--- src/rtl/branch_ctrl.sv ---
// EX-stage branch resolution controller.
// Decodes funct3 for the comparator and turns less/equal into a taken decision.
// Issues a zero-latency PC redirect and flush, and blocks the wrong-path
// instruction that follows a redirect.
// Keeps counters for resolved branches and branch mispredicts.
// Optional feature macro BRANCH_PREDICT_EN: adds a 2-bit saturating BHT that
// supplies the fetch-stage prediction.
module branch_ctrl #(
    parameter int PC_W        = 32,
    parameter int BHT_ENTRIES = 64,
    parameter int CNT_W       = 32
) (
    input  logic             clk,
    input  logic             rst_n,
    input  logic             ex_valid,
    input  logic             ex_stall,
    input  logic             ex_is_branch,
    input  logic             ex_is_jump,
    input  logic [2:0]       ex_funct3,
    input  logic [PC_W-1:0]  ex_pc,
    input  logic             ex_pred_taken,
    input  logic             br_less,
    input  logic             br_equal,
    input  logic [PC_W-1:0]  if_pc,
    output logic             br_unsigned,
    output logic             if_pred_taken,
    output logic             redirect,
    output logic             redirect_sel,
    output logic             flush,
    output logic             br_illegal,
    output logic [CNT_W-1:0] perf_branches,
    output logic [CNT_W-1:0] perf_mispred
);

    localparam int IDX_W = $clog2(BHT_ENTRIES);

    typedef enum logic [0:0] {
        IDLE   = 1'b0,
        SHADOW = 1'b1
    } state_t;

    state_t           state_r;
    logic [CNT_W-1:0] branches_r;
    logic [CNT_W-1:0] mispred_r;

    logic res_s;
    logic taken_s;
    logic illegal_f3_s;
    logic pred_s;
    logic redirect_s;
    logic sel_s;
    logic br_res_s;

    // A 2-bit saturating counter moves one step toward taken or not-taken.
    function automatic logic [1:0] sat_update(input logic [1:0] cnt, input logic up);
        logic [1:0] nxt;
        if (up) begin
            nxt = (cnt == 2'b11) ? 2'b11 : cnt + 2'b01;
        end else begin
            nxt = (cnt == 2'b00) ? 2'b00 : cnt - 2'b01;
        end
        return nxt;
    endfunction

    // Resolution happens only for a live EX slot that is not on the wrong path.
    assign res_s        = ex_valid & ~ex_stall & (state_r == IDLE);
    assign illegal_f3_s = (ex_funct3[2:1] == 2'b01);
    assign br_res_s     = res_s & ex_is_branch & ~ex_is_jump;

    // Combine the comparator flags into the branch condition selected by funct3.
    always_comb begin
        taken_s = 1'b0;
        case (ex_funct3)
            3'b000:  taken_s = br_equal;
            3'b001:  taken_s = ~br_equal;
            3'b100:  taken_s = br_less;
            3'b101:  taken_s = ~br_less;
            3'b110:  taken_s = br_less;
            3'b111:  taken_s = ~br_less;
            default: taken_s = 1'b0;
        endcase
    end

    // A jump always redirects; a branch redirects only when the prediction was wrong.
    always_comb begin
        redirect_s = 1'b0;
        sel_s      = 1'b0;
        if (res_s && ex_is_jump) begin
            redirect_s = 1'b1;
            sel_s      = 1'b0;
        end else if (res_s && ex_is_branch) begin
            redirect_s = (taken_s != pred_s);
            sel_s      = ~taken_s;
        end else begin
            redirect_s = 1'b0;
            sel_s      = 1'b0;
        end
    end

    assign br_unsigned   = ex_funct3[1];
    assign redirect      = redirect_s;
    assign redirect_sel  = sel_s;
    assign flush         = redirect_s;
    assign br_illegal    = res_s & ex_is_branch & illegal_f3_s;
    assign perf_branches = branches_r;
    assign perf_mispred  = mispred_r;

    // Shadow FSM: after a redirect, ignore the one wrong-path instruction.
    always_ff @(posedge clk or negedge rst_n) begin
        if (!rst_n) begin
            state_r <= IDLE;
        end else begin
            case (state_r)
                IDLE:    state_r <= redirect_s ? SHADOW : IDLE;
                SHADOW:  state_r <= IDLE;
                default: state_r <= IDLE;
            endcase
        end
    end

    // Performance counters wrap naturally at their full width.
    always_ff @(posedge clk or negedge rst_n) begin
        if (!rst_n) begin
            branches_r <= {CNT_W{1'b0}};
            mispred_r  <= {CNT_W{1'b0}};
        end else if (br_res_s) begin
            branches_r <= branches_r + {{(CNT_W-1){1'b0}}, 1'b1};
            mispred_r  <= mispred_r + {{(CNT_W-1){1'b0}}, redirect_s};
        end else begin
            branches_r <= branches_r;
            mispred_r  <= mispred_r;
        end
    end

`ifdef BRANCH_PREDICT_EN
    logic [1:0]       bht_r [BHT_ENTRIES];
    logic [IDX_W-1:0] if_idx_s;
    logic [IDX_W-1:0] ex_idx_s;
    logic             unused_s;

    assign if_idx_s      = if_pc[IDX_W+1:2];
    assign ex_idx_s      = ex_pc[IDX_W+1:2];
    assign if_pred_taken = bht_r[if_idx_s][1];
    assign pred_s        = ex_pred_taken;
    assign unused_s      = ^{if_pc, ex_pc};

    // BHT training; the updated entry becomes visible to fetch on the next cycle.
    always_ff @(posedge clk or negedge rst_n) begin
        if (!rst_n) begin
            for (int i = 0; i < BHT_ENTRIES; i++) begin
                bht_r[i] <= 2'b01;
            end
        end else if (res_s && ex_is_branch && !illegal_f3_s) begin
            bht_r[ex_idx_s] <= sat_update(bht_r[ex_idx_s], taken_s);
        end else begin
            bht_r[ex_idx_s] <= bht_r[ex_idx_s];
        end
    end
`else
    logic unused_s;

    assign if_pred_taken = 1'b0;
    assign pred_s        = 1'b0;
    assign unused_s      = ^{if_pc, ex_pc, ex_pred_taken, IDX_W[0], sat_update(2'b00, 1'b0)};
`endif

endmodule
--- config.mk ---
export PLATFORM = sky130hd
export DESIGN_NAME = branch_ctrl
export DESIGN_NICKNAME = d
export VERILOG_FILES = /design/src/rtl/branch_ctrl.sv
export SDC_FILE = /design/constraint.sdc
export NUM_CORES = 1
export LEC_CHECK = 0
export BUFFER_PORTS_ARGS = -buffer_cell sky130_fd_sc_hd__buf_2
export CAP_MARGIN = 20
export CORE_UTILIZATION = 50
export CTS_CLUSTER_DIAMETER = 80
export DETAILED_ROUTE_END_ITERATION = 16
export MAX_ROUTING_LAYER = met4
export PLACE_DENSITY = 0.85
export SLEW_MARGIN = 10
export SYNTH_ARGS = -nofsm -noshare
export SYNTH_HDL_FRONTEND = slang
export SYNTH_SLANG_ARGS = --single-unit
--- constraint.sdc ---
create_clock -name clk -period 7 [get_ports clk]
set_input_delay 1.05 -clock clk [delete_from_list [all_inputs] [get_ports clk]]
set_output_delay 1.05 -clock clk [all_outputs]
set_load 0.02 [all_outputs]
-- Word level (Yosys, flattened, before mapping)
Cells that the tools add are included.
- multiplexer cells: 7
- reductions and logical operators: 5
- equal/unequal tests: 6
- bitwise operators: 11
- $add $sub $neg: 2
- operators with widths (operator ; count):
    32-bit by 1-bit adder with 32-bit output ; 1
    32-bit by 1-bit adder with 32-bit output, second input constant ; 1
    3-bit equality test, second input constant ; 4
    1-bit inverter ; 6
    1-bit AND ; 5
    1-bit two-way mux ; 5
    1-bit one-hot mux with 4 select lines ; 1
    2-bit OR reduction ; 2
    3-bit by 1-bit equality test with 1-bit output, second input constant ; 1
    3-bit logical NOT ; 1
    2-bit by 1-bit equality test with 1-bit output, second input constant ; 1
    1-bit logical AND ; 2
    1-bit one-hot mux with 2 select lines ; 1
- register bits after elaboration: 65

-- Longest topological paths before layout
Gate-level depths: netlist of run 1.
- depth after elaboration: 8
- depth in mapped cells: 13

-- Worst setup path after synthesis of run 1
Ideal clock, no wire load.
- path kind: in2reg
- start point: in br_equal
- end point: reg mispred_r[23] (netlist: perf_mispred[23])
- data arrival time: 4247 ps
- path slack: 2622 ps
- data required time: 6869 ps
- library setup time: 131 ps
- stages: 12
- buffers on the path: 2
- cells stage by stage: xnor2_1 > o31ai_1 > a21oi_1 > nor4b_1 > ha_1 > nand3_1 > or4_1 > buf_2 > or3b_1 > buf_6 > nand2b_4 > xnor2_2
- longest elaborated chain between the ends: 5
- ends and longest elaborated chain (item ; RTL line ; RTL):
    start, declared ; 23 ; input logic br_equal,
    1-bit inverter ; 75 ; 3'b001: taken_s = ~br_equal;
    1-bit one-hot mux with 4 select lines (*) ; 73 ; case (ex_funct3)
    1-bit two-way mux (*) ; 91 ; end else if (res_s && ex_is_branch) begin
    1-bit two-way mux (*) ; 88 ; if (res_s && ex_is_jump) begin
    via flush ; 29 ; output logic flush,
    32-bit by 1-bit adder with 32-bit output (*) ; 128 ; mispred_r <= mispred_r + {{(CNT_W-1){1'b0}}, redirect_s};
    end signal, assigned ; 125 ; mispred_r <= {CNT_W{1'b0}};
    end signal, assigned ; 128 ;
    end signal, assigned ; 131 ; mispred_r <= mispred_r;
    end, declared ; 44 ; logic [CNT_W-1:0] mispred_r;
The timed path passes the listed nets; every way through them passes the cells marked *.
A chain may end at the register's enable or synchronous reset.

-- Worst setup path in the final report of run 1
- start point: in ex_funct3[0]
- end point: reg mispred_r[23] (netlist: perf_mispred[23])
- longest elaborated chain between the ends: 6
- ends and longest elaborated chain (item ; RTL line ; RTL):
    start, declared ; 19 ; input logic [2:0] ex_funct3,
    3-bit equality test ; 73 ;
    2-bit OR reduction (no line) ; - ;
    1-bit one-hot mux with 4 select lines (*) ; 73 ;
    1-bit two-way mux (*) ; 91 ;
    1-bit two-way mux (*) ; 88 ;
    32-bit by 1-bit adder with 32-bit output (*) ; 128 ;
Every way passes the cells marked *; elsewhere a longest branch is shown, timed or not.

==> results by stage, run 1 <==
Timing:
- The aggregate negative setup slack is 0 ps.
- Setup repair after global routing left no endpoint under its margin.
- The tightest hold path in the finished design has a slack of 468 ps.
- Of the available clock period, the critical path in the final layout requires 0.551.
- The count of pins over their slew limit came to 0.
- Measured against its own limit, the worst slew margin works out to 0.455.
- Timing would allow up to 0.259 GHz.
- Setup violations remaining at the end of the flow were counted as 0.
- The number of hold-slack violations in the final timing report is 0.
- The post-layout worst setup margin is 3140 ps.
- The worst path in the final design needs a cycle of 3860 ps, including I/O delays and setup.
- For the pin with the worst max-slew slack, the measured transition is 810 ps.
- The final setup skew is 8.16 ps.

Place:
- The count of input and output buffers is 79.
- The HPWL after detailed placement is 4.64 mm.
- Before CTS, the worst setup slack after placement is roughly 2800 ps.
- The cell area reported after detailed placement is 3510 µm².
- Routability-driven placement finished with a final weighted congestion of around 0.9.

Routing:
- After the first detailed-routing iteration, the DRC count stood at ~120.
- Before antenna repair, the detailed router went through 4 iterations.
- Dividing the detail-routed wire length by the instance count gives 14.4 µm.
- Dividing the detail-routed via count by the number of cells gives between 5 and 6.
- Wires add up to between 6 and 7 mm.
- The antenna violation net count after detailed routing is 0.
- The post-detailed-route DRC marker count is 0.
- The total via count after detailed routing is 2356.

Clock tree:
- The CTS tree is done.
- The maximum level of the CTS H-tree is 3.
- The total of hold buffers inserted after clock tree synthesis is 0.
- The tree built by TritonCTS fans out to 65 sinks.
- The root buffer cell chosen for the clock tree is sky130_fd_sc_hd__clkbuf_8.
- Buffers added to address setup during post-CTS repair amount to 0.
- Buffers inserted during clock tree synthesis total 9.
- The later-pin clock latency in the skew report is 340 ps.
- Clock-pin slew was measured on the worst setup and hold paths at around 60 ps.
- The maximum number of buffers from clock root to sink is 2.
- The post-cts repair resize count is 0.

Run status:
- The run finished with clean final reports.

Critical path:
- The family with the most delay on the worst path is simple AND/OR/NAND/NOR gates.
- STA classifies the critical path startpoint as an input port.
- The largest individual stage delay along the critical path comes from the cell sky130_fd_sc_hd__or4_1.
- The combined buffer and inverter count along the critical path is 1.
- The worst path arrival time is 4080 ps.
- STA classifies the critical path endpoint as a flip-flop.
- At the worst endpoint, the required time is ~7200 ps.
- The largest fanout on the critical path is 8.
- The largest single stage delay on the critical path is 630 ps.
- The class of the most critical setup path is in2reg.
- The signal on the critical path passes through buf_2, xnor2_1, o31ai_1, a21oi_1, nor4b_1, ha_1, nand3_1, or4_1, or3b_1, nand2b_4, xnor2_2.

Yosys:
- The proportion of synthesized chip area in sequential cells is 0.530.
- Counting distinct cell types in the post-synthesis netlist gives 31.
- The post-synth design cell area is a little over 3000 µm².
- Synthesis produced 281 cells.
- The average size of a mapped cell is 10.9 µm².
- The net count of the mapped netlist is 360.
- During synthesis, Yosys emitted a total of 0 warnings.
- Counting flops and latches in the post-synthesis netlist gives between 60 and 70.

Die:
- For this configuration, the core starts out at a cell density of 0.519.
- In this run the horizontal extent of the chip is between 80 and 90 µm.
- The full die area is between 6000 and 7000 µm².
- The initialized floorplan defines 28 standard-cell rows.
- The count of boundary I/O pins is 146.
- The die extent in y is 80.4 µm.
- The core area is 5920 µm².

Power:
- IR analysis of the VDD net gives a maximum drop of 0.109 mV.
- The power density normalized to cell area is 201 nW/µm².
- For this design the static power due to leakage is 1.94 nW.

Cells and area:
- The final layout contains 443 nets.
- In the final layout, the share of cells above drive strength 1 is 0.288.
- The final cell area excluding filler cells is around 3700 µm².
- The library cell used most frequently in the layout, excluding fill and tap cells, is sky130_fd_sc_hd__buf_2.
- In the layout the commonest cells are 79 x sky130_fd_sc_hd__buf_2, 65 x sky130_fd_sc_hd__dfrtp_1, 38 x sky130_fd_sc_hd__xnor2_1.
- The antenna cell count is 0.
- Relative to the synthesized area, the layout overhead comes to 19.8%.

Global routing:
- The pin count of the biggest net entering global routing is 66.
- The initial antenna violation count came to 0.
- Summed over all layers, the global routing overflow is 0.
- The overall routing resource usage is 0.228.
- The wire length of the first global-routing pass is 10.7 mm.
- The via count of the first global-routing pass is 2307.

Hold path:
- The worst hold-check path type is reg2reg.

Run:
- The total of max-cap violations is 0.
through the flow:
step,util,instances,power (mW)
6_report,0.622,443,0.739
5_1_grt,0.622,443,0.773
4_1_cts,0.621,442,0.748
3_5_place_dp,0.593,427,0.479
3_3_place_gp,0.593,427,0.476
2_1_floorplan,-,281,0.447
synth_stat cells, drive strengths merged:
master | number | area, µm²
nor3b | 1 | 7.51
o31ai | 1 | 7.51
ha | 3 | 37.5
nor4 | 4 | 25.0
or2 | 2 | 12.5
and3 | 8 | 50.1
nand4bb | 1 | 27.5
inv | 1 | 3.75
nor2 | 22 | 95.1
buf | 6 | 43.8
nand2b | 2 | 27.5
nand3 | 26 | 130
a21oi | 1 | 5.00
dfrtp | 65 | 1630
nand3b | 2 | 15.0
conb | 1 | 3.75
nor4b | 2 | 17.5
and2 | 1 | 6.26
or3b | 1 | 8.76
nand4 | 19 | 119
and4 | 8 | 70.1
xor2 | 23 | 201
xnor2 | 40 | 365
nor3 | 6 | 30.0
clkbuf | 3 | 11.3
nand2 | 31 | 116
or4 | 1 | 7.51
registers in the layout, summed over array words and instances, names as in the netlist:
name,count
state_r,1
perf_branches,32
perf_mispred,32
final timing paths:
kind                                   start           endpoint  slack, ps  cells after the start
max                             ex_funct3[0]   perf_mispred[23]       3140                     11
min                        perf_branches[31]  perf_branches[31]        470                      1
max reg2reg                          state_r   perf_mispred[23]       4050                      7
min reg2reg                perf_branches[31]  perf_branches[31]        470                      1
max in group asynchronous              rst_n  perf_branches[29]       5590                      2
min in group asynchronous              rst_n   perf_mispred[22]        880                      2
power by group:
group,internal [mW],switching (mW)
Combinational,0.0235,0.0425
Clock,0.135,0.134
Sequential,0.387,0.0164
per-layer routing:
metal | wire, µm | GRT usage | up-vias
met4 | 157 | 0.113 | 0
li1 | - | - | 1132
met3 | 298 | 0.0534 | 16
met1 | 2740 | 0.268 | 1139
met2 | 3190 | 0.369 | 69
met5 | 0 | - | -
layout make-up:
| class | instances | area, µm² |
|---|---|---|
| clock inverters | 3 | 17.5 |
| multi-input cells | 206 | 1390 |
| inverters | 1 | 3.75 |
| fillers | 499 | 2240 |
| clock buffers | 12 | 145 |
| well taps | 75 | 93.8 |
| repair buffers | 81 | 408 |
| flip-flops and latches | 65 | 1630 |
cell families (layout without fill, tap and decap cells):
| kind of cell | Yosys count | after routing | share of synthesized area |
|---|---|---|---|
| AO/OA/AOI/OAI | 2 | 2 | 0.00407 |
| flip-flops | 65 | 65 | 0.530 |
| buffers and inverters | 10 | 97 | 0.0191 |
| AND/OR/NAND/NOR | 137 | 137 | 0.249 |
| XOR/XNOR | 63 | 63 | 0.185 |
| other | 1 | 1 | 0.00122 |
| adder cells (fa/ha/maj) | 3 | 3 | 0.0122 |
No activity file was read; power rests on OpenSTA's default activity.
==> inputs of run 2 (changes only) <==
--- a/config.mk
+++ b/config.mk
@@ -7,11 +7,11 @@
 export LEC_CHECK = 0
 export BUFFER_PORTS_ARGS = -buffer_cell sky130_fd_sc_hd__buf_2
 export CAP_MARGIN = 20
-export CORE_UTILIZATION = 50
+export CORE_UTILIZATION = 46
 export CTS_CLUSTER_DIAMETER = 80
 export DETAILED_ROUTE_END_ITERATION = 16
 export MAX_ROUTING_LAYER = met4
-export PLACE_DENSITY = 0.85
+export PLACE_DENSITY = 0.79
 export SLEW_MARGIN = 10
 export SYNTH_ARGS = -nofsm -noshare
 export SYNTH_HDL_FRONTEND = slang
==> constraint.sdc (replaced) <==
create_clock -name clk -period 3.6 [get_ports clk]
set_input_delay 0.54 -clock clk [delete_from_list [all_inputs] [get_ports clk]]
set_output_delay 0.54 -clock clk [all_outputs]
set_load 0.02 [all_outputs]
==> results by stage, run 2 (same netlist as run 1, synthesis figures left out) <==
Critical path:
- The class of the most critical setup path is in2reg.
- In this run the critical register-to-register path is captured at perf_mispred[23].
- The required time at the worst-slack endpoint was 3820 ps (-3400 ps).
- The largest fanout on the critical path was 8 (unchanged).
- The internal reg-to-reg setup slack came to 870 ps (-3180 ps).
- In this run the critical register-to-register path is launched from state_r.
- The depth of the most critical reg-to-reg path was 7 (unchanged).
- The worst setup path is launched from an input port.
- The endpoint kind of the worst setup timing path is a flip-flop.
- The worst path arrival time is 3330 ps (-750 ps).

Cells and area:
- The most common cell after layout, fill and taps aside is sky130_fd_sc_hd__buf_2.
- The fraction of final layout cells with drive strength greater than 1 is 0.301 (+0.0130).
- The utilization after layout is 0.590 (-0.0318).
- The number of nets at the end of the flow is 447 (+0.90%).
- The final-layout fill cell count came to 561 (+12%).
- Leaving out fill and tap cells, the most frequent cells in the layout are 79 x sky130_fd_sc_hd__buf_2, 65 x sky130_fd_sc_hd__dfrtp_1, 38 x sky130_fd_sc_hd__xnor2_1.
- The antenna cell count is 0 (unchanged).
- Relative to the synthesized area, the layout overhead comes to 22.6%.

Global routing:
- The wire length of the first global-routing pass is 11.3 mm (+5.7%).
- The initial antenna violation count came to 0 (unchanged).
- The via count of the first global-routing pass is 2399 (+4.0%).
- The overall routing resource usage came to 0.212 (-0.0161).
- The pin count of the biggest net entering global routing is 45 (-32%).
- The total congestion overflow was 0 (unchanged).

Power:
- The internal portion of total power was 1.15 mW (+110%).
- The sequential power share is 0.512 (-0.034).
- The power density normalized to cell area is 408 nW/µm² (+100%).
- The static leakage power is 1.98 nW (+2.4%).
- The switching power share of the total is 0.249 (-0.0122).
- The relative contribution of the clock network to total power is 0.401 (+0.037).
- The peak supply drop is 0.267 mV (+140%).
- The relative contribution of combinational cells to total power came to 0.087 (-0.002).
- The power spent charging and discharging nets is 383 µW (+98%).

Run:
- The total of max-cap violations is 0 (unchanged).

Die:
- The site row count came to 29 (+3.6%).
- The initial cell density of the core is 0.481 (-0.0378).
- The die extent in y is 83.7 µm (+4.1%).
- The full die area is 7010 µm² (+8.5%).
- The core area was 6390 µm² (+7.9%).
- The count of boundary I/O pins came to 146 (unchanged).
- The die width came to 83.7 µm (+4.1%).

Timing:
- The max-slew headroom at the worst pin is 0.464 (+0.00931).
- Setup repair after global routing left no endpoint under its margin.
- The transition time at the pin with the least slew margin is 796 ps (-13.8 ps).
- The final setup skew is 9.57 ps (+1.41 ps).
- The worst path needs 3110 ps of the cycle, external delays included.
- The highest achievable clock rate is 0.322 GHz.
- The share of the cycle needed by the critical path after routing is 0.863.
- The number of hold-slack violations in the final timing report was 0 (unchanged).
- The aggregate negative setup slack is 0 ps (unchanged).
- The count of pins over their slew limit is 0 (unchanged).
- The number of setup violations in the final report came to 0 (unchanged).

Place:
- The HPWL after detailed placement is 4.83 mm (+4.2%).
- The count of input and output buffers is 79 (unchanged).
- The weighted congestion reported at the end of routability-driven placement came to 0.838 (-4.9%).

Clock tree:
- The maximum number of buffers from clock root to sink is 2 (unchanged).
- The CTS tree is done.
- The CTS buffer count is 9 (unchanged).
- The clock-pin slew reported for the worst setup and hold paths after clock tree synthesis is 70 ps (about the same).
- The total of hold buffers inserted after clock tree synthesis is 0 (unchanged).
- The tree is rooted in a sky130_fd_sc_hd__clkbuf_8.
- The maximum level of the CTS H-tree is 3 (unchanged).
- The number of clock sinks is 65 (unchanged).
- The later-pin clock latency in the skew report is 340 ps (about the same).
- The setup fix buffers added after clock tree synthesis is 0 (unchanged).
- The post-cts repair resize count is 0 (unchanged).

Routing:
- The total via count after detailed routing is 2379 (+0.98%).
- The number of DRC markers after the initial detailed-route iteration is 103 (-11%).
- The total wire length was 6.68 mm (+4.7%).
- The first-pass detailed-route iteration total came to 4 (unchanged).
- The via density per instance is 5.30 (-0.37%).
- The post-detailed-route DRC marker count came to 0 (unchanged).
- The wire length per cell after detailed routing was 14.9 µm (+3.3%).
- The antenna violation net count after detailed routing is 0 (unchanged).

Run status:
- The run finished with clean final reports.

Hold path:
- The worst hold path belongs to the class in2async.
## run 2: cell count changes in the layout (fill, tap and decap cells not counted), sizes merged
cell | previous run | this run
buf | 80 | 85
bufinv | 0 | 1
clkbuf | 13 | 12
clkinvlp | 1 | 0
## run 2: critical path, stage by stage
cell                       delay, ps
sky130_fd_sc_hd__buf_2           110
sky130_fd_sc_hd__xnor2_1         120
sky130_fd_sc_hd__o31ai_1         260
sky130_fd_sc_hd__a21oi_1         150
sky130_fd_sc_hd__nor4b_2         320
sky130_fd_sc_hd__ha_1            230
sky130_fd_sc_hd__nand3_1         130
sky130_fd_sc_hd__or4_1           560
sky130_fd_sc_hd__or3b_1          550
sky130_fd_sc_hd__nand2b_4        220
sky130_fd_sc_hd__xnor2_2         130
## run 2: through the flow
stage | setup slack [ps] | hold WS [ps] | instances | power (mW) | area (µm²)
2_1_floorplan | 105 | 244 | 281 | 0.870 | 3080
3_5_place_dp | 104 | 461 | 433 | 0.934 | 3550
6_report | 491 | 50.1 | 449 | 1.54 | 3770
3_3_place_gp | 133 | 452 | 433 | 0.929 | 3550
5_1_grt | 282 | 42.8 | 449 | 1.60 | 3770
4_1_cts | 465 | 374 | 448 | 1.55 | 3750
## run 2: power by group through the flow
stage | Clock (mW) | Combinational [mW] | Sequential, mW
5_1_grt | 0.661 | 0.147 | 0.792
6_report | 0.616 | 0.134 | 0.787
4_1_cts | 0.632 | 0.134 | 0.787
3_5_place_dp | 0 | 0.134 | 0.800
2_1_floorplan | 0 | 0.0481 | 0.822
3_3_place_gp | 0 | 0.131 | 0.798
## run 2: routing by layer
layer | track usage | wire, µm | vias up
li1 | - | - | 1136
met1 | 0.249 | 2830 | 1157
met2 | 0.351 | 3380 | 76
met3 | 0.0584 | 387 | 10
met4 | 0.0755 | 82 | 0
met5 | - | 0 | -
## run 2: how the worst max path moves through the flow
stage,start,to,slack [ps],cells after the start
finish,ex_funct3[0],perf_mispred[23],490,11
floorplan,br_equal,perf_mispred[23],110,12
global placement,ex_funct3[0],perf_mispred[23],130,11
global route,ex_funct3[0],perf_mispred[23],280,11
detailed placement,ex_funct3[0],perf_mispred[23],100,11
CTS,ex_funct3[0],perf_mispred[23],470,11
## run 2: layout make-up
| type | count | area (µm²) | share of cell area |
|---|---|---|---|
| Multi-Input combinational cell | 206 | 1390 | 0.370 |
| Timing Repair Buffer | 85 | 453 | 0.120 |
| Sequential cell | 65 | 1630 | 0.432 |
| Clock inverter | 3 | 40.0 | 0.0106 |
| Clock buffer | 12 | 155 | 0.0412 |
| Tap cell | 77 | 96.3 | 0.0256 |
| Inverter | 1 | 3.75 | 0.000996 |
